[src/rtl/dlx_hazard_pkg.sv]
// dlx_hazard_pkg: shared state encoding and constants for the DLX hazard unit
package dlx_hazard_pkg;
  typedef enum logic {HZ_IDLE, HZ_LOAD_STALL} hz_state_e;
  localparam int REG_ZERO = 0;
  localparam int STALL_W = 4;
endpackage

[src/rtl/hazard_detection_unit_if.sv]
// hazard_detection_unit_if: ID/EX hazard inputs and pipeline stall/flush controls
interface hazard_detection_unit_if #(
  parameter int REG_ADDR_WIDTH = 5,
  parameter int CNT_WIDTH = 16
) ();
  logic [REG_ADDR_WIDTH-1:0] id_read_address1, id_read_address2, ex_reg_wr_addr;
  logic id_uses_rs1, id_uses_rs2, ex_reg_wr_en, ex_mem_data_rd_en;
  logic ex_branch_taken, ex_jump_taken, cnt_clr;
  logic pc_stall, if_id_stall, if_id_flush, id_ex_flush, hazard_busy;
  logic [CNT_WIDTH-1:0] stall_count, flush_count;
  modport master (
    output id_read_address1, id_read_address2, ex_reg_wr_addr, id_uses_rs1, id_uses_rs2,
           ex_reg_wr_en, ex_mem_data_rd_en, ex_branch_taken, ex_jump_taken, cnt_clr,
    input  pc_stall, if_id_stall, if_id_flush, id_ex_flush, hazard_busy, stall_count, flush_count
  );
  modport slave (
    input  id_read_address1, id_read_address2, ex_reg_wr_addr, id_uses_rs1, id_uses_rs2,
           ex_reg_wr_en, ex_mem_data_rd_en, ex_branch_taken, ex_jump_taken, cnt_clr,
    output pc_stall, if_id_stall, if_id_flush, id_ex_flush, hazard_busy, stall_count, flush_count
  );
endinterface

[src/rtl/sat_counter.sv]
// sat_counter: event counter that saturates at all-ones, clear wins over increment
module sat_counter #(
  parameter int WIDTH = 16
) (
  input  logic             clk,
  input  logic             rst_n,
  input  logic             clr,
  input  logic             inc,
  output logic [WIDTH-1:0] count
);
  logic [WIDTH-1:0] count_q, count_d;
  always_comb count_d = clr ? '0 : (inc && !(&count_q)) ? count_q + 1'b1 : count_q;
  always_ff @(posedge clk or negedge rst_n)
    if (!rst_n) count_q <= '0;
    else        count_q <= count_d;
  assign count = count_q;
endmodule

[src/rtl/hazard_detection_unit.sv]
// hazard_detection_unit: load-use stall and branch/jump flush control for the DLX decode stage
module hazard_detection_unit
  import dlx_hazard_pkg::*;
#(
  parameter int REG_ADDR_WIDTH = 5,
  parameter int LOAD_STALL_CYCLES = 1,
  parameter int CNT_WIDTH = 16
) (
  input logic clk,
  input logic rst_n,
  hazard_detection_unit_if.slave hz
);
  hz_state_e state_q, state_d;
  logic [STALL_W-1:0] rem_q, rem_d;
  logic load_hazard, redirect, stall, flush, busy, inc_stall, inc_flush;
  assign load_hazard = hz.ex_mem_data_rd_en && hz.ex_reg_wr_en &&
                       (hz.ex_reg_wr_addr != REG_ADDR_WIDTH'(REG_ZERO)) &&
                       ((hz.id_uses_rs1 && hz.id_read_address1 == hz.ex_reg_wr_addr) ||
                        (hz.id_uses_rs2 && hz.id_read_address2 == hz.ex_reg_wr_addr));
  assign redirect = hz.ex_branch_taken || hz.ex_jump_taken;
  assign busy = state_q == HZ_LOAD_STALL;
  always_comb begin
    state_d = state_q;
    rem_d = rem_q;
    stall = 1'b0;
    flush = 1'b0;
    inc_stall = 1'b0;
    inc_flush = 1'b0;
    if (redirect) begin
      flush = 1'b1;
      inc_flush = 1'b1;
      state_d = HZ_IDLE;
      rem_d = '0;
    end else if (busy) begin
      // EX only holds bubbles here, so the hazard is not re-checked
      stall = 1'b1;
      rem_d = rem_q - 1'b1;
      state_d = (rem_q <= STALL_W'(1)) ? HZ_IDLE : HZ_LOAD_STALL;
    end else if (load_hazard) begin
      stall = 1'b1;
      inc_stall = 1'b1;
      rem_d = STALL_W'(LOAD_STALL_CYCLES - 1);
      state_d = (LOAD_STALL_CYCLES > 1) ? HZ_LOAD_STALL : HZ_IDLE;
    end
  end
  always_ff @(posedge clk or negedge rst_n)
    if (!rst_n) begin
      state_q <= HZ_IDLE;
      rem_q <= '0;
    end else begin
      state_q <= state_d;
      rem_q <= rem_d;
    end
  // controls are forced low while the surrounding pipe is held in reset
  assign hz.pc_stall = rst_n && stall;
  assign hz.if_id_stall = rst_n && stall;
  assign hz.if_id_flush = rst_n && flush;
  assign hz.id_ex_flush = rst_n && (stall || flush);
  assign hz.hazard_busy = rst_n && busy;
  sat_counter #(.WIDTH(CNT_WIDTH)) u_stall_cnt (
    .clk(clk), .rst_n(rst_n), .clr(hz.cnt_clr), .inc(inc_stall), .count(hz.stall_count)
  );
  sat_counter #(.WIDTH(CNT_WIDTH)) u_flush_cnt (
    .clk(clk), .rst_n(rst_n), .clr(hz.cnt_clr), .inc(inc_flush), .count(hz.flush_count)
  );
endmodule
[src/flat_wrapper.sv]
// flat-port wrapper written by rule: the top's interface ports become plain ports
module hazard_detection_unit_flat import dlx_hazard_pkg::*;
#(
  parameter int REG_ADDR_WIDTH = 5,
  parameter int LOAD_STALL_CYCLES = 1,
  parameter int CNT_WIDTH = 16
)
  (clk, rst_n, hz_id_read_address1, hz_id_read_address2, hz_ex_reg_wr_addr, hz_id_uses_rs1, hz_id_uses_rs2, hz_ex_reg_wr_en, hz_ex_mem_data_rd_en, hz_ex_branch_taken, hz_ex_jump_taken, hz_cnt_clr, hz_pc_stall, hz_if_id_stall, hz_if_id_flush, hz_id_ex_flush, hz_hazard_busy, hz_stall_count, hz_flush_count);
  hazard_detection_unit_if #(.REG_ADDR_WIDTH(REG_ADDR_WIDTH), .CNT_WIDTH(CNT_WIDTH)) hz_i ();
  input logic clk;
  input logic rst_n;
  input wire logic [$bits(hz_i.id_read_address1)-1:0] hz_id_read_address1;
  input wire logic [$bits(hz_i.id_read_address2)-1:0] hz_id_read_address2;
  input wire logic [$bits(hz_i.ex_reg_wr_addr)-1:0] hz_ex_reg_wr_addr;
  input wire logic [$bits(hz_i.id_uses_rs1)-1:0] hz_id_uses_rs1;
  input wire logic [$bits(hz_i.id_uses_rs2)-1:0] hz_id_uses_rs2;
  input wire logic [$bits(hz_i.ex_reg_wr_en)-1:0] hz_ex_reg_wr_en;
  input wire logic [$bits(hz_i.ex_mem_data_rd_en)-1:0] hz_ex_mem_data_rd_en;
  input wire logic [$bits(hz_i.ex_branch_taken)-1:0] hz_ex_branch_taken;
  input wire logic [$bits(hz_i.ex_jump_taken)-1:0] hz_ex_jump_taken;
  input wire logic [$bits(hz_i.cnt_clr)-1:0] hz_cnt_clr;
  output wire logic [$bits(hz_i.pc_stall)-1:0] hz_pc_stall;
  output wire logic [$bits(hz_i.if_id_stall)-1:0] hz_if_id_stall;
  output wire logic [$bits(hz_i.if_id_flush)-1:0] hz_if_id_flush;
  output wire logic [$bits(hz_i.id_ex_flush)-1:0] hz_id_ex_flush;
  output wire logic [$bits(hz_i.hazard_busy)-1:0] hz_hazard_busy;
  output wire logic [$bits(hz_i.stall_count)-1:0] hz_stall_count;
  output wire logic [$bits(hz_i.flush_count)-1:0] hz_flush_count;
  assign hz_i.id_read_address1 = hz_id_read_address1;
  assign hz_i.id_read_address2 = hz_id_read_address2;
  assign hz_i.ex_reg_wr_addr = hz_ex_reg_wr_addr;
  assign hz_i.id_uses_rs1 = hz_id_uses_rs1;
  assign hz_i.id_uses_rs2 = hz_id_uses_rs2;
  assign hz_i.ex_reg_wr_en = hz_ex_reg_wr_en;
  assign hz_i.ex_mem_data_rd_en = hz_ex_mem_data_rd_en;
  assign hz_i.ex_branch_taken = hz_ex_branch_taken;
  assign hz_i.ex_jump_taken = hz_ex_jump_taken;
  assign hz_i.cnt_clr = hz_cnt_clr;
  assign hz_pc_stall = hz_i.pc_stall;
  assign hz_if_id_stall = hz_i.if_id_stall;
  assign hz_if_id_flush = hz_i.if_id_flush;
  assign hz_id_ex_flush = hz_i.id_ex_flush;
  assign hz_hazard_busy = hz_i.hazard_busy;
  assign hz_stall_count = hz_i.stall_count;
  assign hz_flush_count = hz_i.flush_count;
  hazard_detection_unit #(.REG_ADDR_WIDTH(REG_ADDR_WIDTH), .LOAD_STALL_CYCLES(LOAD_STALL_CYCLES), .CNT_WIDTH(CNT_WIDTH)) u_core (.clk(clk), .rst_n(rst_n), .hz(hz_i));
endmodule
[config.mk]
export PLATFORM = sky130hd
export DESIGN_NAME = hazard_detection_unit_flat
export DESIGN_NICKNAME = d
export VERILOG_FILES = /design/src/rtl/dlx_hazard_pkg.sv /design/src/rtl/hazard_detection_unit_if.sv /design/src/rtl/sat_counter.sv /design/src/rtl/hazard_detection_unit.sv /design/src/flat_wrapper.sv
export SDC_FILE = /design/constraint.sdc
export NUM_CORES = 1
export LEC_CHECK = 0
export BUFFER_PORTS_ARGS = -buffer_cell sky130_fd_sc_hd__buf_4
export CORE_MARGIN = 2
export CORE_UTILIZATION = 46
export CTS_CLUSTER_SIZE = 20
export DETAILED_ROUTE_END_ITERATION = 10
export PLACE_DENSITY = 0.85
export SLEW_MARGIN = 20
export SYNTH_ARGS = -nofsm -noshare
export SYNTH_HDL_FRONTEND = slang
export SYNTH_SLANG_ARGS = --single-unit
[constraint.sdc]
create_clock -name clk -period 1.9 [get_ports clk]
set_input_delay 0.38 -clock clk [delete_from_list [all_inputs] [get_ports clk]]
set_output_delay 0.38 -clock clk [all_outputs]
set_load 0.02 [all_outputs]
==> impl_metrics.yaml <==
synthesis:
  yosysTopAreaCellShare: 0.450
  async_flop_share: 1.00
  synthTopCellsByArea: "dfrtp_1, xnor2_1, nor2_1, xor2_1, nand3_1"
  synth_warnings: 0
  synth_fp_nets: 253
  avgSynthCellArea_sq_um: 9.14
  netlist_instances: 225
  synth.cell_area_sq_um: 2060
  yosys.area.top_type: "dfrtp_1"
  yosysUniqueCellTypes: 34
  yosysMostFrequentCell: "dfrtp_1"
  synth_flop_cell: "dfrtp_1"
  synth_common_cells: "dfrtp_1, nor2_1, xnor2_1"
  synth-seq-area-share: 0.450
  synth_edf_count: 0
  synth-seq-cells: 37
power:
  clockPowerShare: 0.418
  p_sw_frac: 0.233
  p_seq_frac: 0.466
  p_switching_uw: 401
  p_leak_uw: 0.00146
  p_per_area_nw_per_um2: 542
  internal_power_uw: 1320
  totalPowerFinal_uw: 1720
  ir_worst_vdd_mv: 0.491
  comb_power_share: 0.116
final_layout:
  num_antenna_cells: 0
  area_growth_syn_to_layout_pct: 54.2
  stdcell_count: 387
  seq_area_sq_um: 928
  num-fill-cells: 313
  drive_above_1_share: 0.415
  multiInputGateArea_sq_um: 1200
  nets: 362
timing:
  slew-limit-headroom: 0.730
  slew_violations: 0
  min_period_over_period: 1.06
  fin_crit_ps: 2010
  setup_viol: 12
  rsz0062_at_grt: "yes"
  tightest_slew_ps: 405
  finalHoldViolCount: 0
  fmax_mhz: 496
  layout_setup_ws_ps: -115
  fin_skew_ps: 12.0
clock_tree:
  clockBufferDepth: 2
  cts_tree: "done"
  insertion_delay_ps: 290
  root_buffer: "clkbuf_8"
  numCtsBuffers: 5
  cts_num_sinks: 37
  htree_levels: 2
  clk_pin_slew_ps: 70
detailed_routing:
  drtIter0Drc: 75
  wl_um: 5790
  first_pass_iters: 4
  drtAntennaViolNets: 0
  avgRoutedWirePerCell_um: 15.0
  viasPerCell: 5.39
  vias: 2086
  drc: 0
die:
  die_area_sq_um: 5020
  num_rows: 24
  die_w_um: 70.9
  die_h_um: 70.9
  ioPinCount: 61
  start_util: 0.475
  core_sq_um: 4320
critical_path:
  critPathRequiredTime_ps: 1520
  end_kind: "output port"
  crit_type: "in2out"
  cp_max_fo: 3
  arrival_ps: 1630
  critPathLaunchType: "input pin"
global_routing:
  use_met1: 0.266
  grt_pass1_wl_um: 9160
  grtUsageMet2: 0.397
  gr-total-overflow: 0
  grt_max_degree: 34
  track_usage: 0.223
  met3_usage: 0.0641
  grt_pass1_vias: 2075
  grt_antenna_before_repair: 0
  busiest_layer: "met2"
placement:
  port_buffers: 60
  placedCellCount: 363
  dp_hpwl_um: 3840
  routabilityCongestion: 0.858
  place_ws_ps: -213
status:
  status: "finished, violations left"
  violations: "setup timing"
job:
  max_cap_violations: 0
min_path:
  hp-class: "in2async"
-- final cells by class --
type / instances / area share
Inverter: 6 / 0.00710
Multi-Input combinational cell: 176 / 0.380
Timing Repair Buffer: 108 / 0.262
Tap cell: 52 / 0.0205
Clock inverter: 2 / 0.0118
Sequential cell: 37 / 0.293
Clock buffer: 6 / 0.0260
-- layer usage --
layer | vias up | wire [um] | share of wire
met5 | - | 0 | 0
met4 | 0 | 61 | 0.011
met3 | 8 | 437 | 0.075
met2 | 80 | 2950 | 0.51
met1 | 992 | 2340 | 0.40
li1 | 1006 | - | -
-- cells in the final DEF, fill, tap and decap left out, drive strengths merged, types with 4 or more instances in the layout --
cell type,instances
or4,4
o21ai,14
nand2,19
nand3,14
dfrtp,37
xor2,11
inv,6
nand4,9
xnor2,19
a21oi,13
nor2,31
nor3,5
buf,106
ha,4
or3,10
clkbuf,7
-- state kept, by name, indices dropped and copies added (netlist names) --
signal	cells
u_core.u_stall_cnt.count	16
u_core.rem_q	4
u_core.busy	1
u_core.u_flush_cnt.count	16
-- power groups by stage --
stage               combinational, uW  clock, uW  sequential [uW]
finish                            200        718              801
global route                      219        760              803
CTS                               180        720              801
floorplan                        65.1          0              823
global placement                  163          0              816
detailed placement                167          0              816
-- path summary, 6_finish.rpt --
check,start,to,slack [ps],depth (start not counted)
min reg2reg,u_core.rem_q[1],u_core.rem_q[1],510,2
min,rst_n,u_core.rem_q[2],470,2
min in group clk,hz_cnt_clr,u_core.u_flush_cnt.count[11],490,2
max reg2reg,u_core.busy,u_core.u_stall_cnt.count[6],-110,6
max in group asynchronous,rst_n,u_core.u_stall_cnt.count[0],800,3
max,hz_ex_reg_wr_addr[4],hz_id_ex_flush,-110,6
-- metrics by stage --
step	utilization	TNS [ps]	hold slack (ps)	cell area, sq um
floorplan	-	-126	84.4	2090
global placement	0.651	-2280	205	2810
detailed placement	0.651	-2860	207	2810
CTS	0.693	-699	455	3000
global route	0.733	-1660	483	3170
finish	0.733	-854	474	3170
-- worst max-delay path: stages --
cell and delay, ps:
buf_8 100, or4_4 550, o211a_4 270, a21oi_4 160, nor2b_2 60, buf_6 120
-- logic make-up after synthesis --
kind of cell / after synthesis / share of synthesized area
adder cells (fa/ha/maj): 4 / 0.0243
buffers and inverters: 12 / 0.0274
XOR/XNOR: 30 / 0.128
AO/OA/AOI/OAI: 34 / 0.101
AND/OR/NAND/NOR: 106 / 0.259
multiplexers: 2 / 0.00974
flip-flops: 37 / 0.450
-- timing repair --
action / CTS / global route
setup buffers: 2 / 13
hold endpoints to repair: 6 / 0
hold buffers: 1 / 0
setup endpoints to repair: 12 / 25
gates cloned: 0 / 0
pin swaps: 6 / 12
resized for setup: 9 / 16
Note: power is estimated with default switching activity, not from simulation.
